File: src/rtl/axis_rr_pkt_arbiter.sv
// Packet-aware round-robin arbiter: two AXI-Stream slaves share one registered
// AXI-Stream master. The grant is held for a whole packet and moves only after
// the owner's tlast beat has been accepted, so a waiting source can never split
// a packet. A ready source waiting on the other side takes over without a bubble.
module axis_rr_pkt_arbiter #(
  parameter int DW = 8,
  parameter int CW = 16
) (
  input  logic          clk,
  input  logic          rst,
  input  logic [DW-1:0] s1_tdata,
  input  logic          s1_tvalid,
  input  logic          s1_tlast,
  output logic          s1_tready,
  input  logic [DW-1:0] s2_tdata,
  input  logic          s2_tvalid,
  input  logic          s2_tlast,
  output logic          s2_tready,
  output logic [DW-1:0] m_tdata,
  output logic          m_tvalid,
  output logic          m_tlast,
  input  logic          m_tready,
  output logic [1:0]    grant,
  output logic [CW-1:0] pkt_cnt_s1,
  output logic [CW-1:0] pkt_cnt_s2
);

  typedef enum logic [1:0] {
    IDLE   = 2'd0,
    OWN_S1 = 2'd1,
    OWN_S2 = 2'd2
  } state_t;

  state_t        r_state;
  logic          r_last_s2;   // 1: s2 owned the most recent completed packet
  logic [DW-1:0] r_m_tdata;
  logic          r_m_tvalid;
  logic          r_m_tlast;
  logic [CW-1:0] r_cnt_s1;
  logic [CW-1:0] r_cnt_s2;

  logic w_out_free;
  logic w_acc_s1;
  logic w_acc_s2;

  // Slave handshake: only the owner sees ready, and only when the output
  // register is empty or is being drained this cycle.
  always_comb begin
    w_out_free = !r_m_tvalid || m_tready;
    s1_tready  = (r_state == OWN_S1) && w_out_free;
    s2_tready  = (r_state == OWN_S2) && w_out_free;
    w_acc_s1   = s1_tready && s1_tvalid;
    w_acc_s2   = s2_tready && s2_tvalid;
  end

  assign grant      = {r_state == OWN_S2, r_state == OWN_S1};
  assign m_tdata    = r_m_tdata;
  assign m_tvalid   = r_m_tvalid;
  assign m_tlast    = r_m_tlast;
  assign pkt_cnt_s1 = r_cnt_s1;
  assign pkt_cnt_s2 = r_cnt_s2;

  // Ownership FSM, output register and packet counters.
  always_ff @(posedge clk) begin
    if (rst) begin
      r_state    <= IDLE;
      r_last_s2  <= 1'b1;
      r_m_tdata  <= '0;
      r_m_tvalid <= 1'b0;
      r_m_tlast  <= 1'b0;
      r_cnt_s1   <= '0;
      r_cnt_s2   <= '0;
    end else begin
      // ---- stage: slave accept -> output register ----
      if (w_acc_s1) begin
        r_m_tdata  <= s1_tdata;
        r_m_tlast  <= s1_tlast;
        r_m_tvalid <= 1'b1;
      end else if (w_acc_s2) begin
        r_m_tdata  <= s2_tdata;
        r_m_tlast  <= s2_tlast;
        r_m_tvalid <= 1'b1;
      end else if (m_tready) begin
        r_m_tvalid <= 1'b0;
      end

      case (r_state)
        IDLE: begin
          if (s1_tvalid && s2_tvalid) begin
            r_state <= r_last_s2 ? OWN_S1 : OWN_S2;
          end else if (s1_tvalid) begin
            r_state <= OWN_S1;
          end else if (s2_tvalid) begin
            r_state <= OWN_S2;
          end
        end
        OWN_S1: begin
          if (w_acc_s1 && s1_tlast) begin
            r_last_s2 <= 1'b0;
            r_cnt_s1  <= r_cnt_s1 + CW'(1);
            if (s2_tvalid)      r_state <= OWN_S2;
            else if (s1_tvalid) r_state <= OWN_S1;
            else                r_state <= IDLE;
          end
        end
        OWN_S2: begin
          if (w_acc_s2 && s2_tlast) begin
            r_last_s2 <= 1'b1;
            r_cnt_s2  <= r_cnt_s2 + CW'(1);
            if (s1_tvalid)      r_state <= OWN_S1;
            else if (s2_tvalid) r_state <= OWN_S2;
            else                r_state <= IDLE;
          end
        end
        default: r_state <= IDLE;
      endcase
    end
  end

endmodule

File: config.mk
export PLATFORM = sky130hd
export DESIGN_NAME = axis_rr_pkt_arbiter
export DESIGN_NICKNAME = d
export VERILOG_FILES = /design/src/rtl/axis_rr_pkt_arbiter.sv
export SDC_FILE = /design/constraint.sdc
export NUM_CORES = 1
export LEC_CHECK = 0
export ABC_AREA = 1
export CAP_MARGIN = 15
export CORE_MARGIN = 1
export CORE_UTILIZATION = 48
export CTS_CLUSTER_SIZE = 14
export DETAILED_ROUTE_END_ITERATION = 10
export HOLD_SLACK_MARGIN = 0.08
export PLACE_DENSITY = 0.79
export SLEW_MARGIN = 15
export SYNTH_ARGS = -nofsm -noshare
export SYNTH_HDL_FRONTEND = slang
export SYNTH_SLANG_ARGS = --single-unit
File: constraint.sdc
create_clock -name clk -period 1.9 [get_ports clk]
set_input_delay 0.475 -clock clk [delete_from_list [all_inputs] [get_ports clk]]
set_output_delay 0.475 -clock clk [all_outputs]
set_load 0.1 [all_outputs]
* After elaboration in Yosys (flattened, before gate mapping)
Cells that the tools add are included.
Operators by class: equal/unequal tests 5, add/sub/neg operators 2, mux-type cells 21, reductions and logical operators 17
Operators by type and width (count):
- adder 16 x 1 -> 16 bit, second input constant | 2
- 2-to-1 mux 2 bit | 9
- 2-to-1 mux 8 bit | 2
- 2-to-1 mux 1 bit | 8
- logical AND 1 bit | 7
- case mux 2 bit (3 select lines) | 1
- AND reduction 3 bit | 2
- != test 2 x 1 -> 1 bit, second input constant | 2
- != test 4 bit, second input constant | 1
- AND reduction 2 bit | 2
- nonzero test 2 bit | 2
- nonzero test 3 bit | 1
- equality test 2 x 1 -> 1 bit, second input constant | 1
- equality test 2 bit, second input constant | 1
- logical NOT 2 bit | 1
- case mux 1 bit (2 select lines) | 1
- logical NOT 1 bit | 1
- logical OR 1 bit | 1
Word-level totals: logic and storage cells 52, output and inout port bits 46, bits of input ports 23, register bits after elaboration 45

* Logic depth before layout (Yosys ltp)
depth after elaboration 7, mapped depth 8, gate-level depth less buffers 8

* Worst setup path before layout
No wires, ideal clock.
path type flip-flop to output port, from register r_m_tvalid (netlist: m_tvalid), to output port s2_tready, path buffers 0, required time 1.425 ns, stages on the path, launching flop included 4, setup slack -1.785 ns, arrival 3.210 ns, cells stage by stage dfxtp_1 -> nand2_1 -> inv_1 -> nor3_1
Between the ends: longest elaborated chain between the ends 3
RTL lines:
- from (decl) | RTL line 37 | logic r_m_tvalid;
- from (signal assigned) | RTL line 69 | r_m_tvalid <= 1'b0;
- from (signal assigned) | RTL line 78 | r_m_tvalid <= 1'b1;
- from (signal assigned) | RTL line 82 | r_m_tvalid <= 1'b1;
- logical NOT 1 bit | RTL line 49 | w_out_free = !r_m_tvalid || m_tready;
- logical OR 1 bit | RTL line 49
- logical AND 1 bit | RTL line 51 | s2_tready = (r_state == OWN_S2) && w_out_free;
- to (decl) | RTL line 18 | output logic s2_tready,
No other way between the ends.

* Worst setup path in the final report
from register r_state[1], to output port grant[1]
Between the ends: longest elaborated chain between the ends 1
RTL lines:
- from (decl) | RTL line 34 | state_t r_state;
- from (signal assigned) | RTL line 90 | r_state <= r_last_s2 ? OWN_S1 : OWN_S2;
- equality test 2 bit | RTL line 56 | assign grant = {r_state == OWN_S2, r_state == OWN_S1};
- to (decl) | RTL line 23 | output logic [1:0] grant,
No other way between the ends.

==> impl_metrics.toml <==
[status]
status = "finished clean"

[synth]
synth.area.mux_share_pct = 0
ys_ff_latch = 45
synth_compound_area_share_pct = 13.8
synth_cells = 354
syn_area_per_cell_um2 = 6.83
syn_area_mm2 = 0.00242
synth_xor_area_share_pct = 0.362
synth_simple_gate_area_share_pct = 39.1
yosysWarnings = 0
synth_top_family_by_area = "simple AND/OR/NAND/NOR gates"
synth-seq-area-share_pct = 37.3
synth_adder_area_share_pct = 1.04
synth_cell_types = 34
synth_nets = 379

[grt]
grt_antenna_before_repair = 0
grt_first_pass_wirelength_mm = 11.2
grtUsageTotal_pct = 27.0
grt_max_degree = 24
overflow = 0
first_global_vias = 2528

[floorplanning]
core_area_mm2 = 0.00479
rows = 25
fp.dieH_um = 73.0
dieArea_mm2 = 0.00532
num_io_pins = 69
start_util_pct = 50.5
dieWidth_um = 73.0

[timing]
worst_slack_ns = 0.115
skew_ns = 0.00572
period_minus_slack_ns = 1.79
grt_setup_unrepaired = "no"
drv_slew = 0
hold_violations = 0
slew_headroom_pct = 76.8
setup_viol = 0
finalCritPeriodShare_pct = 94.0
max_freq_ghz = 0.560
tightest_slew_ns = 0.346
holdWs_ns = 0.494

[placement]
finalWeightedCongestion = 0.909
io_buffers = 68
dpl.cell_count = 499
dp_slack_ns = -0.112
dp_hpwl_mm = 4.86

[route]
vias = 2676
ant_nets = 0
dr.pass1.iters = 5
viasPerCell = 5.29
wirelength_mm = 6.65
avgRoutedWirePerCell_um = 13.1
first_iter_violations = 212
remaining_drc_errors = 0

[critical_path]
critPathCapture = "grant[1]"
worstPathCellList = "inv_2 -> nor2_4 -> buf_12"
r2r_start = "pkt_cnt_s1[0]$_SDFFE_PP0P_"
cp_slowest_cell = "dfxtp_1"
arrival_ns = 1.31
reg2regPathDepth = 8
r2r_slack_ns = 0.31
crit_required_ns = 1.42
endpoint_kind = "output port"
reg2reg_to = "pkt_cnt_s1[12]$_SDFFE_PP0P_"
critical-path-max-stage-delay_ns = 0.42
path_max_fanout = 6
crit_start = "r_state[1]$_SDFFE_PP0P_"
cp-start-kind = "flip-flop"
crit_type = "reg2out"

[clock_tree]
h-tree-depth = 2
clock_path_buffers = 2
post_cts_buffers = 0
clk-insertion-delay-late_ns = 0.30
cts_inserted_buffers = 5
clk_pin_slew_ns = 0.08
cts_root_buf = "clkbuf_8"
cts_resized = 1
tritoncts = "yes"
postCtsHoldBufs = 0
numClockSinks = 45

[cells_and_area]
insertedDiodeCount = 0
drive_above_1_share_pct = 24.4
fin_nets = 464
final-instance-count-excl-fill = 506
synthToLayoutAreaGrowth_pct = 59.6
utilization_pct = 80.6

[pwr]
finalPower_w = 0.00363
peakVddDrop_uv = 705
powerDensity_mw_per_mm2 = 941
leakagePower_nw = 1.50

[worst_hold_path]
hold_path.class = "reg2reg"

[job]
drv_cap = 0
worst min-delay path by stage:
stage	start	end	slack [ns]	cells past startpoint
detailed placement	r_last_s2$_SDFFE_PP1P_	r_last_s2$_SDFFE_PP1P_	0.49	2
global route	pkt_cnt_s1[3]$_SDFFE_PP0P_	pkt_cnt_s1[3]$_SDFFE_PP0P_	0.51	1
floorplan	r_last_s2$_SDFFE_PP1P_	r_last_s2$_SDFFE_PP1P_	0.47	2
finish	pkt_cnt_s1[3]$_SDFFE_PP0P_	pkt_cnt_s1[3]$_SDFFE_PP0P_	0.49	1
global placement	pkt_cnt_s1[0]$_SDFFE_PP0P_	pkt_cnt_s1[0]$_SDFFE_PP0P_	0.48	1
CTS	pkt_cnt_s1[3]$_SDFFE_PP0P_	pkt_cnt_s1[3]$_SDFFE_PP0P_	0.49	1
synth_stat cells, drive strengths merged:
cell | count | area [um2]
nor3b | 2 | 15.0
clkinv | 1 | 3.75
nand3b | 1 | 7.51
clkbuf | 4 | 16.3
buf | 3 | 30.0
and3 | 3 | 18.8
ha | 2 | 25.0
a21boi | 1 | 7.51
nand4 | 12 | 96.3
nand3 | 22 | 135
a21oi | 28 | 144
xor2 | 1 | 8.76
inv | 41 | 154
o211ai | 1 | 7.51
o21bai | 3 | 26.3
nand2 | 89 | 339
a31oi | 2 | 12.5
dfxtp | 45 | 901
nor3 | 13 | 80.1
nor2 | 53 | 254
o21ai | 27 | 135
power by group:
part	switching, W	internal [W]
clock network	0.000316	0.000289
registers	0.000115	0.00104
logic	0.00121	0.000662
total	0.00164	0.00199
cell families (layout without fill, tap and decap cells):
group,Yosys count,in the layout
fa+ha+maj,2,2
simple gates,195,195
compound gates,62,62
flops,45,45
buf+inv,49,134
xor+xnor,1,1
registers in the layout, summed over array words and instances (netlist names):
signal / count
m_tdata: 8
m_tlast: 1
m_tvalid: 1
pkt_cnt_s1: 16
pkt_cnt_s2: 16
r_last_s2: 1
r_state: 2
stage by stage:
stage	cell area, um2	setup TNS (ns)
global placement	3770	-0.322
global route	3860	0
floorplan	2470	-0.0533
finish	3860	0
CTS	3860	0
detailed placement	3770	-1.78
final cells by class:
type / count / area (um2)
Fill cell: 313 / 927
Tap cell: 67 / 83.8
Multi-Input combinational cell: 260 / 1340
Timing Repair Buffer: 85 / 1270
Sequential cell: 45 / 921
Clock buffer: 7 / 86.3
Inverter: 42 / 161
worst max-delay path, delay by kind of cell, from the launching register on:
kind | cells | cell delay [ns]
DFF | 1 | 0.42
buffers and inverters | 2 | 0.33
and+or+nand+nor | 1 | 0.27
placed cells by master (no fill, tap or decap), types with 17 or more instances in the layout:
| cell type | Yosys | final |
|---|---|---|
| nand3_1 | 20 | 20 |
| nor2_1 | 48 | 47 |
| o21ai_0 | 27 | 27 |
| inv_1 | 39 | 37 |
| buf_12 | 0 | 46 |
| nand2_1 | 87 | 86 |
| buf_4 | 0 | 17 |
| clkdlybuf4s50_1 | 0 | 21 |
| dfxtp_1 | 45 | 31 |
| a21oi_1 | 27 | 27 |
per-layer routing:
metal / routed length, um / part of all wire [%] / GRT usage [%] / vias up
met5: 0 / 0 / 0 / -
met4: 124 / 1.9 / 8.71 / 0
met3: 380 / 5.7 / 5.39 / 15
met2: 3410 / 51 / 49.1 / 97
met1: 2740 / 41 / 31.7 / 1236
li1: - / - / - / 1328
Note: power is estimated with default switching activity, not from simulation.
